--- src/rtl/pipeline_ctrl_pkg.sv ---
// Shared encodings and the per-stage control bundle for the ARM-subset pipeline controller.
package pipeline_ctrl_pkg;

    localparam int COND_W = 4;

    typedef enum logic [1:0] {
        OP_DP  = 2'b00,
        OP_MEM = 2'b01,
        OP_BR  = 2'b10,
        OP_NOP = 2'b11
    } op_e;

    localparam logic [3:0] CMD_AND = 4'b0000;
    localparam logic [3:0] CMD_SUB = 4'b0010;
    localparam logic [3:0] CMD_ADD = 4'b0100;
    localparam logic [3:0] CMD_CMP = 4'b1010;
    localparam logic [3:0] CMD_ORR = 4'b1100;
    localparam logic [3:0] CMD_MOV = 4'b1101;

    localparam logic [COND_W-1:0] COND_EQ = 4'b0000;
    localparam logic [COND_W-1:0] COND_NE = 4'b0001;
    localparam logic [COND_W-1:0] COND_CS = 4'b0010;
    localparam logic [COND_W-1:0] COND_CC = 4'b0011;
    localparam logic [COND_W-1:0] COND_MI = 4'b0100;
    localparam logic [COND_W-1:0] COND_PL = 4'b0101;
    localparam logic [COND_W-1:0] COND_VS = 4'b0110;
    localparam logic [COND_W-1:0] COND_VC = 4'b0111;
    localparam logic [COND_W-1:0] COND_HI = 4'b1000;
    localparam logic [COND_W-1:0] COND_LS = 4'b1001;
    localparam logic [COND_W-1:0] COND_GE = 4'b1010;
    localparam logic [COND_W-1:0] COND_LT = 4'b1011;
    localparam logic [COND_W-1:0] COND_GT = 4'b1100;
    localparam logic [COND_W-1:0] COND_LE = 4'b1101;
    localparam logic [COND_W-1:0] COND_AL = 4'b1110;

    localparam logic [1:0] IMM_ROT8 = 2'b00;
    localparam logic [1:0] IMM_12   = 2'b01;
    localparam logic [1:0] IMM_24   = 2'b10;

    localparam logic [1:0] ALU_SRC_REG   = 2'b00;
    localparam logic [1:0] ALU_SRC_IMM   = 2'b01;
    localparam logic [1:0] ALU_SRC_SHIFT = 2'b10;

    typedef struct packed {
        logic       reg_write;
        logic       mem_write;
        logic       memto_reg;
        logic [1:0] alu_src;
        logic [3:0] alu_control;
        logic       shifter_mux;
        logic       branch;
        logic       flag_w;
        logic       pcs;
        logic       link;
    } ctrl_t;

    localparam ctrl_t CTRL_NOP = '{1'b0, 1'b0, 1'b0, 2'b00, 4'b0000, 1'b0, 1'b0, 1'b0, 1'b0, 1'b0};

endpackage

--- src/rtl/pipeline_controller_cond_unit.sv ---
// NZCV flags register and ARM condition-field evaluation for the Execute stage.
module cond_unit
    import pipeline_ctrl_pkg::*;
(
    input  logic              clk,
    input  logic              reset,
    input  logic [COND_W-1:0] i_cond,
    input  logic              i_flag_we,
    input  logic [3:0]        i_flags,
    output logic              o_cond_ex
);

    logic [3:0] r_flags;

    // Flags are ordered {N,Z,C,V}; NV (1111) never executes.
    function automatic logic cond_eval(input logic [COND_W-1:0] cond, input logic [3:0] flags);
        logic n, z, c, v;
        {n, z, c, v} = flags;
        case (cond)
            COND_EQ: cond_eval = z;
            COND_NE: cond_eval = ~z;
            COND_CS: cond_eval = c;
            COND_CC: cond_eval = ~c;
            COND_MI: cond_eval = n;
            COND_PL: cond_eval = ~n;
            COND_VS: cond_eval = v;
            COND_VC: cond_eval = ~v;
            COND_HI: cond_eval = c & ~z;
            COND_LS: cond_eval = ~c | z;
            COND_GE: cond_eval = (n == v);
            COND_LT: cond_eval = (n != v);
            COND_GT: cond_eval = ~z & (n == v);
            COND_LE: cond_eval = z | (n != v);
            COND_AL: cond_eval = 1'b1;
            default: cond_eval = 1'b0;
        endcase
    endfunction

    assign o_cond_ex = cond_eval(i_cond, r_flags);

    // Flags register: loads only when the flag-setting instruction actually executes.
    always_ff @(posedge clk or posedge reset) begin
        if (reset) begin
            r_flags <= 4'b0000;
        end else if (i_flag_we & o_cond_ex) begin
            r_flags <= i_flags;
        end
    end

endmodule

--- src/rtl/pipeline_controller.sv ---
// Pipeline control unit: decodes in D, carries control through E/M/W and gates on the E-stage condition.
module pipeline_controller
    import pipeline_ctrl_pkg::*;
(
    input  logic        clk,
    input  logic        reset,
    input  logic [31:0] InstrD,
    input  logic        CO,
    input  logic        OVF,
    input  logic        N,
    input  logic        Z,
    input  logic        FlushE,
    output logic [1:0]  RegSrcD,
    output logic [1:0]  ImmSrcD,
    output logic [1:0]  ALUSrcE,
    output logic [3:0]  ALUControlE,
    output logic        ShifterMuxesE,
    output logic        BranchTakenE,
    output logic        MemtoRegE,
    output logic        PCSrcD,
    output logic        PCSrcE,
    output logic        PCSrcM,
    output logic        MemWriteM,
    output logic        RegWriteM,
    output logic        RegWriteW,
    output logic        MemtoRegW,
    output logic        PCSrcW,
    output logic        RegSrcW
);

    op_e               w_op;
    logic [3:0]        w_cmd;
    logic [3:0]        w_rd;
    ctrl_t             w_ctrl_d;
    logic [1:0]        w_imm_src;
    logic [1:0]        w_reg_src;
    logic              w_cond_ex;
    logic              w_unused_bits;

    ctrl_t             r_ctrl_e;
    logic [COND_W-1:0] r_cond_e;
    logic              r_reg_write_m, r_mem_write_m, r_memto_reg_m, r_pcsrc_m, r_link_m;
    logic              r_reg_write_w, r_memto_reg_w, r_pcsrc_w, r_link_w;

    assign w_op          = op_e'(InstrD[27:26]);
    assign w_cmd         = InstrD[24:21];
    assign w_rd          = InstrD[15:12];
    assign w_unused_bits = ^{InstrD[19:16], InstrD[11:0]};

    // Decode: op 11 and anything unrecognised fall through as an all-zero NOP.
    always_comb begin
        w_ctrl_d  = CTRL_NOP;
        w_imm_src = IMM_ROT8;
        w_reg_src = 2'b00;
        case (w_op)
            OP_DP: begin
                w_imm_src            = IMM_ROT8;
                w_ctrl_d.alu_src     = ALU_SRC_SHIFT;
                w_ctrl_d.shifter_mux = InstrD[25];
                w_ctrl_d.alu_control = w_cmd;
                w_ctrl_d.reg_write   = (w_cmd[3:2] != 2'b10);
                w_ctrl_d.flag_w      = InstrD[20];
            end
            OP_MEM: begin
                w_imm_src            = IMM_12;
                w_ctrl_d.alu_src     = ALU_SRC_IMM;
                w_ctrl_d.alu_control = InstrD[23] ? CMD_ADD : CMD_SUB;
                if (InstrD[20]) begin
                    w_ctrl_d.reg_write = 1'b1;
                    w_ctrl_d.memto_reg = 1'b1;
                end else begin
                    w_ctrl_d.mem_write = 1'b1;
                    w_reg_src[1]       = 1'b1;
                end
            end
            OP_BR: begin
                w_imm_src            = IMM_24;
                w_ctrl_d.alu_src     = ALU_SRC_IMM;
                w_ctrl_d.alu_control = CMD_ADD;
                w_ctrl_d.branch      = 1'b1;
                w_reg_src[0]         = 1'b1;
                if (InstrD[24]) begin
                    w_ctrl_d.reg_write = 1'b1;
                    w_ctrl_d.link      = 1'b1;
                end else begin
                    w_ctrl_d.link      = 1'b0;
                end
            end
            default: begin
                w_ctrl_d = CTRL_NOP;
            end
        endcase
        w_ctrl_d.pcs = w_ctrl_d.reg_write & (w_rd == 4'd15) & ~w_ctrl_d.branch;
    end

    assign RegSrcD = w_reg_src;
    assign ImmSrcD = w_imm_src;
    assign PCSrcD  = w_ctrl_d.pcs;

    // D->E register; a flush loads the NOP bundle.
    always_ff @(posedge clk or posedge reset) begin
        if (reset) begin
            r_ctrl_e <= CTRL_NOP;
            r_cond_e <= 4'b0000;
        end else if (FlushE) begin
            r_ctrl_e <= CTRL_NOP;
            r_cond_e <= 4'b0000;
        end else begin
            r_ctrl_e <= w_ctrl_d;
            r_cond_e <= InstrD[31:28];
        end
    end

    cond_unit u_cond (
        .clk       (clk),
        .reset     (reset),
        .i_cond    (r_cond_e),
        .i_flag_we (r_ctrl_e.flag_w),
        .i_flags   ({N, Z, CO, OVF}),
        .o_cond_ex (w_cond_ex)
    );

    assign ALUSrcE       = r_ctrl_e.alu_src;
    assign ALUControlE   = r_ctrl_e.alu_control;
    assign ShifterMuxesE = r_ctrl_e.shifter_mux;
    assign MemtoRegE     = r_ctrl_e.memto_reg;
    assign PCSrcE        = r_ctrl_e.pcs;
    assign BranchTakenE  = r_ctrl_e.branch & w_cond_ex;

    // E->M and M->W registers; writes are squashed here when the condition fails.
    always_ff @(posedge clk or posedge reset) begin
        if (reset) begin
            r_reg_write_m <= 1'b0;
            r_mem_write_m <= 1'b0;
            r_memto_reg_m <= 1'b0;
            r_pcsrc_m     <= 1'b0;
            r_link_m      <= 1'b0;
            r_reg_write_w <= 1'b0;
            r_memto_reg_w <= 1'b0;
            r_pcsrc_w     <= 1'b0;
            r_link_w      <= 1'b0;
        end else begin
            r_reg_write_m <= r_ctrl_e.reg_write & w_cond_ex;
            r_mem_write_m <= r_ctrl_e.mem_write & w_cond_ex;
            r_memto_reg_m <= r_ctrl_e.memto_reg;
            r_pcsrc_m     <= r_ctrl_e.pcs & w_cond_ex;
            r_link_m      <= r_ctrl_e.link & w_cond_ex;
            r_reg_write_w <= r_reg_write_m;
            r_memto_reg_w <= r_memto_reg_m;
            r_pcsrc_w     <= r_pcsrc_m;
            r_link_w      <= r_link_m;
        end
    end

    assign PCSrcM    = r_pcsrc_m;
    assign MemWriteM = r_mem_write_m;
    assign RegWriteM = r_reg_write_m;
    assign RegWriteW = r_reg_write_w;
    assign MemtoRegW = r_memto_reg_w;
    assign PCSrcW    = r_pcsrc_w;
    assign RegSrcW   = r_link_w;

endmodule
--- config.mk ---
export PLATFORM = sky130hd
export DESIGN_NAME = pipeline_controller
export DESIGN_NICKNAME = d
export VERILOG_FILES = /design/src/rtl/pipeline_ctrl_pkg.sv /design/src/rtl/pipeline_controller_cond_unit.sv /design/src/rtl/pipeline_controller.sv
export SDC_FILE = /design/constraint.sdc
export NUM_CORES = 1
export LEC_CHECK = 0
export CORE_UTILIZATION = 61
export DETAILED_ROUTE_END_ITERATION = 10
export DONT_BUFFER_PORTS = 1
export PLACE_DENSITY = 0.77
export SLEW_MARGIN = 20
export SYNTH_ARGS = -nofsm -noshare
export SYNTH_HDL_FRONTEND = slang
export SYNTH_HIERARCHICAL = 1
export SYNTH_SLANG_ARGS = --single-unit
export TNS_END_PERCENT = 50
--- constraint.sdc ---
create_clock -name clk -period 2.3 [get_ports clk]
set_input_delay 0.115 -clock clk [delete_from_list [all_inputs] [get_ports clk]]
set_output_delay 0.115 -clock clk [all_outputs]
set_load 0.02 [all_outputs]
==> run metrics, run 1 <==
Vias 912; Post-synth EDFFs 0; CTS HTree Levels 2; FF-to-FF Start u_cond/r_flags[0]$_DFFE_PP0P_; FFs w/ async S/R, synth 100%; #FFs+latches synth 31; Final ANT Viol Nets 0; Core Area ~2200 µm²; Synth top area share 52.8%; CTS Buf Count 5; total of max-cap violations 0; Final Cycle Share 96.9%; CTS tree yes; crit path launch u_cond/r_flags[0]$_DFFE_PP0P_; worst-path fanout max 5; P_leak 0.781 nW; Ports 61; CP Data Required Time approximately 2200 ps; crit path DAT 2110 ps; Setup crit end kind output port; crit path kind flip-flop to output port; outcome completed; Reg clk slew, reported paths 90 ps; Starting DRT DRC Count 17; Yosys warning count 6; pin count of the biggest net entering global routing 28; max frequency between 400 and 500 MHz; overall routed net length 2450 µm; WL/cell around 15 µm; vias in the first global route 879; cell area after synthesis 1470 µm²; Final Hold Viols 0; Die H 51.1 µm; Root Driver clkbuf_4; FF-to-FF setup slack 80 ps; Startpoint Class flip-flop; Final Slew Violations 0; hold_sp InstrD[22]; Tightest Pin Transition approximately 880 ps; Peak VDD IR 0.552 mV; Pre-antenna DRT Iters 4; area leader, netlist dfrtp_1; worst skew pair latency 310 ps; min-delay worst type input pin to flip-flop; Post-Route Setup TNS 0 ps; Final Util ~76%; register area share after synthesis 52.8%; first-pass GRT wire length ~4000 µm; # diodes 0; die area 2610 µm²; syn nets 165; Commonest cells post-synth dfrtp_1, nor2b_1, ha_1, inv_1; Die Width around 51 µm; antenna violations before repair 0; Via density 5.53; DR WL met2 around 1200 µm; top sig layer met4; slew margin rel. ~41%; Placer Congestion around 0.79; Yosys cell types 40; syn_area_per_cell ~12 µm²; Metal-1 WL just under 1000 µm; Synth area leaders dfrtp_1, ha_1, nor2b_1, buf_4, and2_1; most frequent cell after synthesis dfrtp_1; Min Clock Period, post-route 2230 ps; CTS sink count 31; Layout Nets 182; Max Clock Skew 7.28 ps; Rows 17; share of cells above drive strength 1 21.9%; clock buffer depth 2; Port Buffers 0; final setup fails 0; hpwl dp 1540 µm; DR DRC count 0; ys flop type dfrtp_1; total gr overflow 0; PD cells between 700 and 800 nW/µm²; Layout Area Growth over Synthesis 15.8%; GRT Util Overall 21.8%; Initial Util 65.8%; met3 WL 244 µm; cells after synthesis 119
==> metal layers <==
layer  track usage, %  up-vias
met2             33.1       50
met1             27.7      420
li1                 -      440
met5                0        -
met4             6.94        0
met3             10.1        2
==> metrics by stage <==
stage | setup slack, ps | hold WS [ps] | cells | power [mW] | area (µm²)
finish | 70.9 | 16.4 | 165 | 1.28 | 1700
global route | -5.21 | 0.391 | 165 | 1.36 | 1700
CTS | 24.2 | 0.847 | 163 | 1.27 | 1680
detailed placement | 217 | -94.2 | 138 | 0.894 | 1450
global placement | 242 | -110 | 138 | 0.884 | 1450
floorplan | 352 | -119 | 119 | 0.863 | 1470
==> sequential cells by signal, indices dropped and copies added (netlist names), 2 cells and up <==
register	cells
ALUSrcE	2
r_ctrl_e	5
r_cond_e	4
ALUControlE	4
u_cond/r_flags	4
==> final cells by class <==
type | count | area (µm²)
Sequential cell | 31 | 782
Multi-Input combinational cell | 71 | 617
Fill cell | 147 | 532
Timing Repair Buffer | 20 | 188
Clock buffer | 6 | 41.3
Tap cell | 28 | 35.0
Inverter | 7 | 26.3
Clock inverter | 2 | 12.5
==> placed cells by master (no fill, tap or decap), types with 2 or more instances in the layout <==
cell type       n
dfrtp_1        26
dlygate4sd3_1  15
nor2b_1         9
ha_1            7
inv_1           6
and2_1          5
clkbuf_4        5
buf_4           5
dfrtp_2         5
nor2_1          4
and3b_2         3
o21ai_0         3
nand3b_1        3
and4bb_2        2
a22oi_1         2
nor3_1          2
nand2b_1        2
xnor2_1         2
mux2_4          2
mux2_1          2
==> logic make-up (layout without fill, tap and decap cells) <==
family / Yosys count / in the layout / synth area share, %
AO/OA/AOI/OAI: 14 / 14 / 9.03
XOR/XNOR: 3 / 3 / 1.79
adder cells (fa/ha/maj): 7 / 7 / 5.96
buffers and inverters: 17 / 35 / 6.13
flip-flops: 31 / 31 / 52.8
multiplexers: 5 / 5 / 4.26
AND/OR/NAND/NOR: 42 / 42 / 20.0
==> worst paths after layout <==
| check | endpoint | cells after the start |
|---|---|---|
| hold reg to reg | RegSrcW$_DFF_PP0_ | 0 |
| setup reg to reg | u_cond/r_flags[3]$_DFFE_PP0P_ | 7 |
| min in group asynchronous | u_cond/r_flags[3]$_DFFE_PP0P_ | 2 |
| max in group asynchronous | r_cond_e[3]$_DFF_PP0_ | 2 |
| setup / recovery | BranchTakenE | 5 |
| hold / removal | ALUControlE[1]$_DFF_PP0_ | 2 |
==> power breakdown <==
| part | internal [mW] | total (mW) | switching, mW | leakage, nW |
|---|---|---|---|---|
| Sequential | 0.600 | 0.686 | 0.0858 | 0.406 |
| Combinational | 0.186 | 0.312 | 0.127 | 0.346 |
| Clock | 0.118 | 0.285 | 0.167 | 0.0282 |
| Total | 0.903 | 1.28 | 0.380 | 0.781 |
==> timing repair <==
action	CTS	global route
endpoints found under the hold margin	51	2
setup endpoints to repair	1	1
hold buffers	14	1
gates resized for setup	7	3
pin swaps	2	5
setup buffers	3	2
==> worst max-delay path: stages (launching register included) <==
cell      delay, ps
dfrtp_2         460
or4b_1          540
a311oi_1        250
a221o_1         220
or3_4           160
and2_4          170
Note: power is estimated with default switching activity, not from simulation.
==> run 2, diff against run 1 <==
==> constraint.sdc (replaced) <==
create_clock -name clk -period 2.1 [get_ports clk]
set_input_delay 0.105 -clock clk [delete_from_list [all_inputs] [get_ports clk]]
set_output_delay 0.105 -clock clk [all_outputs]
set_load 0.02 [all_outputs]
==> run 2 against run 1 <==
  * The flow now finishes with violations (negative setup slack)
  * Clock skew decreased by 4.6 ps
  * Sequential cell count unchanged
  * Clock power rose by 11%
  * Die area did not move
  * Core utilization grew 3.5 points
  * Register-to-register slack worse by 90 ps
  * Setup slack lost 93 ps
  * Critical path type unchanged
==> run metrics, run 2 (synthesis results as in run 1) <==
hpwl dp 1590 µm; worst skew pair latency between 300 and 400 ps; min-delay worst type input pin to flip-flop; slowest stage delay, CP between 400 and 500 ps; area of the multi-input gates 623 µm²; Tot Pwr 1.42 mW; CTS Buf Count 5; Max Clock Skew 2.68 ps; Core Area 2230 µm²; Clock power frac ~22%; vias in the first global route 948; Final ANT Viol Nets 0; FF+latch area about 800 µm²; total gr overflow 0; clock buffer depth 2; Setup crit end kind output port; Die H approximately 51 µm; PD cells 796 nW/µm²; slew margin rel. 39.4%; overall routed net length between 2000 and 3000 µm; Ports 61; DR DRC count 0; max frequency approximately 470 MHz; CTS sink count 31; CTS tree yes; antenna violations before repair 0; FF-to-FF Start r_cond_e[0]$_DFF_PP0_; sequential power share a little over half; pin count of the biggest net entering global routing 28; Placer Congestion about 0.79; Starting DRT DRC Count 22; worst-path fanout max 6; Die Width slightly above 50 µm; Layout Area Growth over Synthesis 21.1%; Final Hold Viols 0; crit path launch u_cond/r_flags[0]$_DFFE_PP0P_; P_leak between 0.8 and 0.9 nW; outcome complete, but fails checks; Final Cycle Share 101%; Critical-path top delay cell dfrtp_2; Startpoint Class flip-flop; crit path DAT 2020 ps; hold_sp InstrD[24]; total of max-cap violations 0; Min Clock Period, post-route 2120 ps; Tightest Pin Transition approximately 900 ps; CP Data Required Time 2000 ps; worst slack at placement 21.7 ps; Initial Util 65.8%; Internal 0.988 mW; WL/cell 15.8 µm; Peak VDD IR 0.563 mV; Sw Share 30.3%; Final Slew Violations 0; commonest non-fill, non-tap cell in the layout dfrtp_1; final instance area 1780 µm²; number of flip-flops in the largest register 5; Vias 968; Fillers 128; Reg clk slew, reported paths 90 ps; share of cells above drive strength 1 about a quarter; switching power 0.429 mW; CTS HTree Levels 2; RSZ-0062 raised after global routing true; Largest Register r_ctrl_e; placed inst area between 1000 and 1500 µm²; violated checks negative setup slack; die area 2610 µm²; GRT Util Overall 22.5%; # diodes 0; Port Buffers 0; Pre-antenna DRT Iters 4; Rows 17; final setup fails 2; Layout Nets 190; Via density between 5 and 6; commonest non-fill, non-tap cells in the layout dfrtp_1, dlygate4sd3_1, nor2b_1, buf_4, ha_1; CP Cell Sequence xnor2_2 > or3b_4 > a311oi_4 > or3_4 > and2_4; first-pass GRT wire length between 4000 and 5000 µm; crit path kind flip-flop to output port; Comb pwr share 24.4%; final setup margin -22.4 ps; Root Driver clkbuf_4
[run 2: stage by stage]
step / util [%] / hold WS (ps) / setup TNS, ps / instances
after floorplan: - / -129 / 0 / 119
after global placement: 64.8 / -120 / 0 / 138
after detailed placement: 64.8 / -109 / 0 / 138
after CTS: 77.4 / 3.02 / -32.5 / 167
after global routing: 79.7 / 28.7 / -309 / 173
final: 79.7 / 54.3 / -32.5 / 173
[run 2: repair_timing]
action	4_1_cts	5_1_grt
buffers inserted	4	5
setup endpoints to repair	1	5
endpoints found under the hold margin	53	1
pin swaps	4	2
hold buffers	17	1
gates resized for setup	10	4
[run 2: path summary, 6_finish.rpt]
check	depth (start not counted)	end	slack [ps]
min in group asynchronous	2	u_cond/r_flags[2]$_DFFE_PP0P_	140
hold / removal	2	PCSrcE$_DFF_PP0_	50
setup / recovery	5	BranchTakenE	-20
setup reg to reg	6	u_cond/r_flags[3]$_DFFE_PP0P_	-10
hold reg to reg	0	RegSrcW$_DFF_PP0_	360
max in group asynchronous	2	r_cond_e[3]$_DFF_PP0_	1310
[run 2: worst max-delay path: cells and delay by family (launching register included)]
family           cells  cell delay (ps)
AO/OA/AOI/OAI        1              290
XOR/XNOR             1              160
flip-flops           1              470
AND/OR/NAND/NOR      3              770
[run 2: area by class of cell]
class / instances / area share, %
flip-flops and latches: 31 / 44.0
well taps: 28 / 1.97
inverters: 7 / 1.48
repair buffers: 28 / 14.6
multi-input cells: 71 / 35.0
clock inverters: 2 / 0.703
clock buffers: 6 / 2.32
[run 2: power groups by stage]
stage	logic (mW)	registers [mW]	clock network [mW]
final	0.346	0.753	0.317
after global routing	0.372	0.760	0.352
after CTS	0.320	0.751	0.331
after detailed placement	0.229	0.753	0
after global placement	0.219	0.749	0
after floorplan	0.226	0.719	0
[run 2: per-layer routing]
metal | up-vias | track usage, % | share of wire [%]
li1 | 455 | - | -
met1 | 460 | 24.0 | 40
met2 | 44 | 36.8 | 49
met3 | 9 | 9.52 | 8.1
met4 | 0 | 13.4 | 2.3
met5 | - | 0 | 0
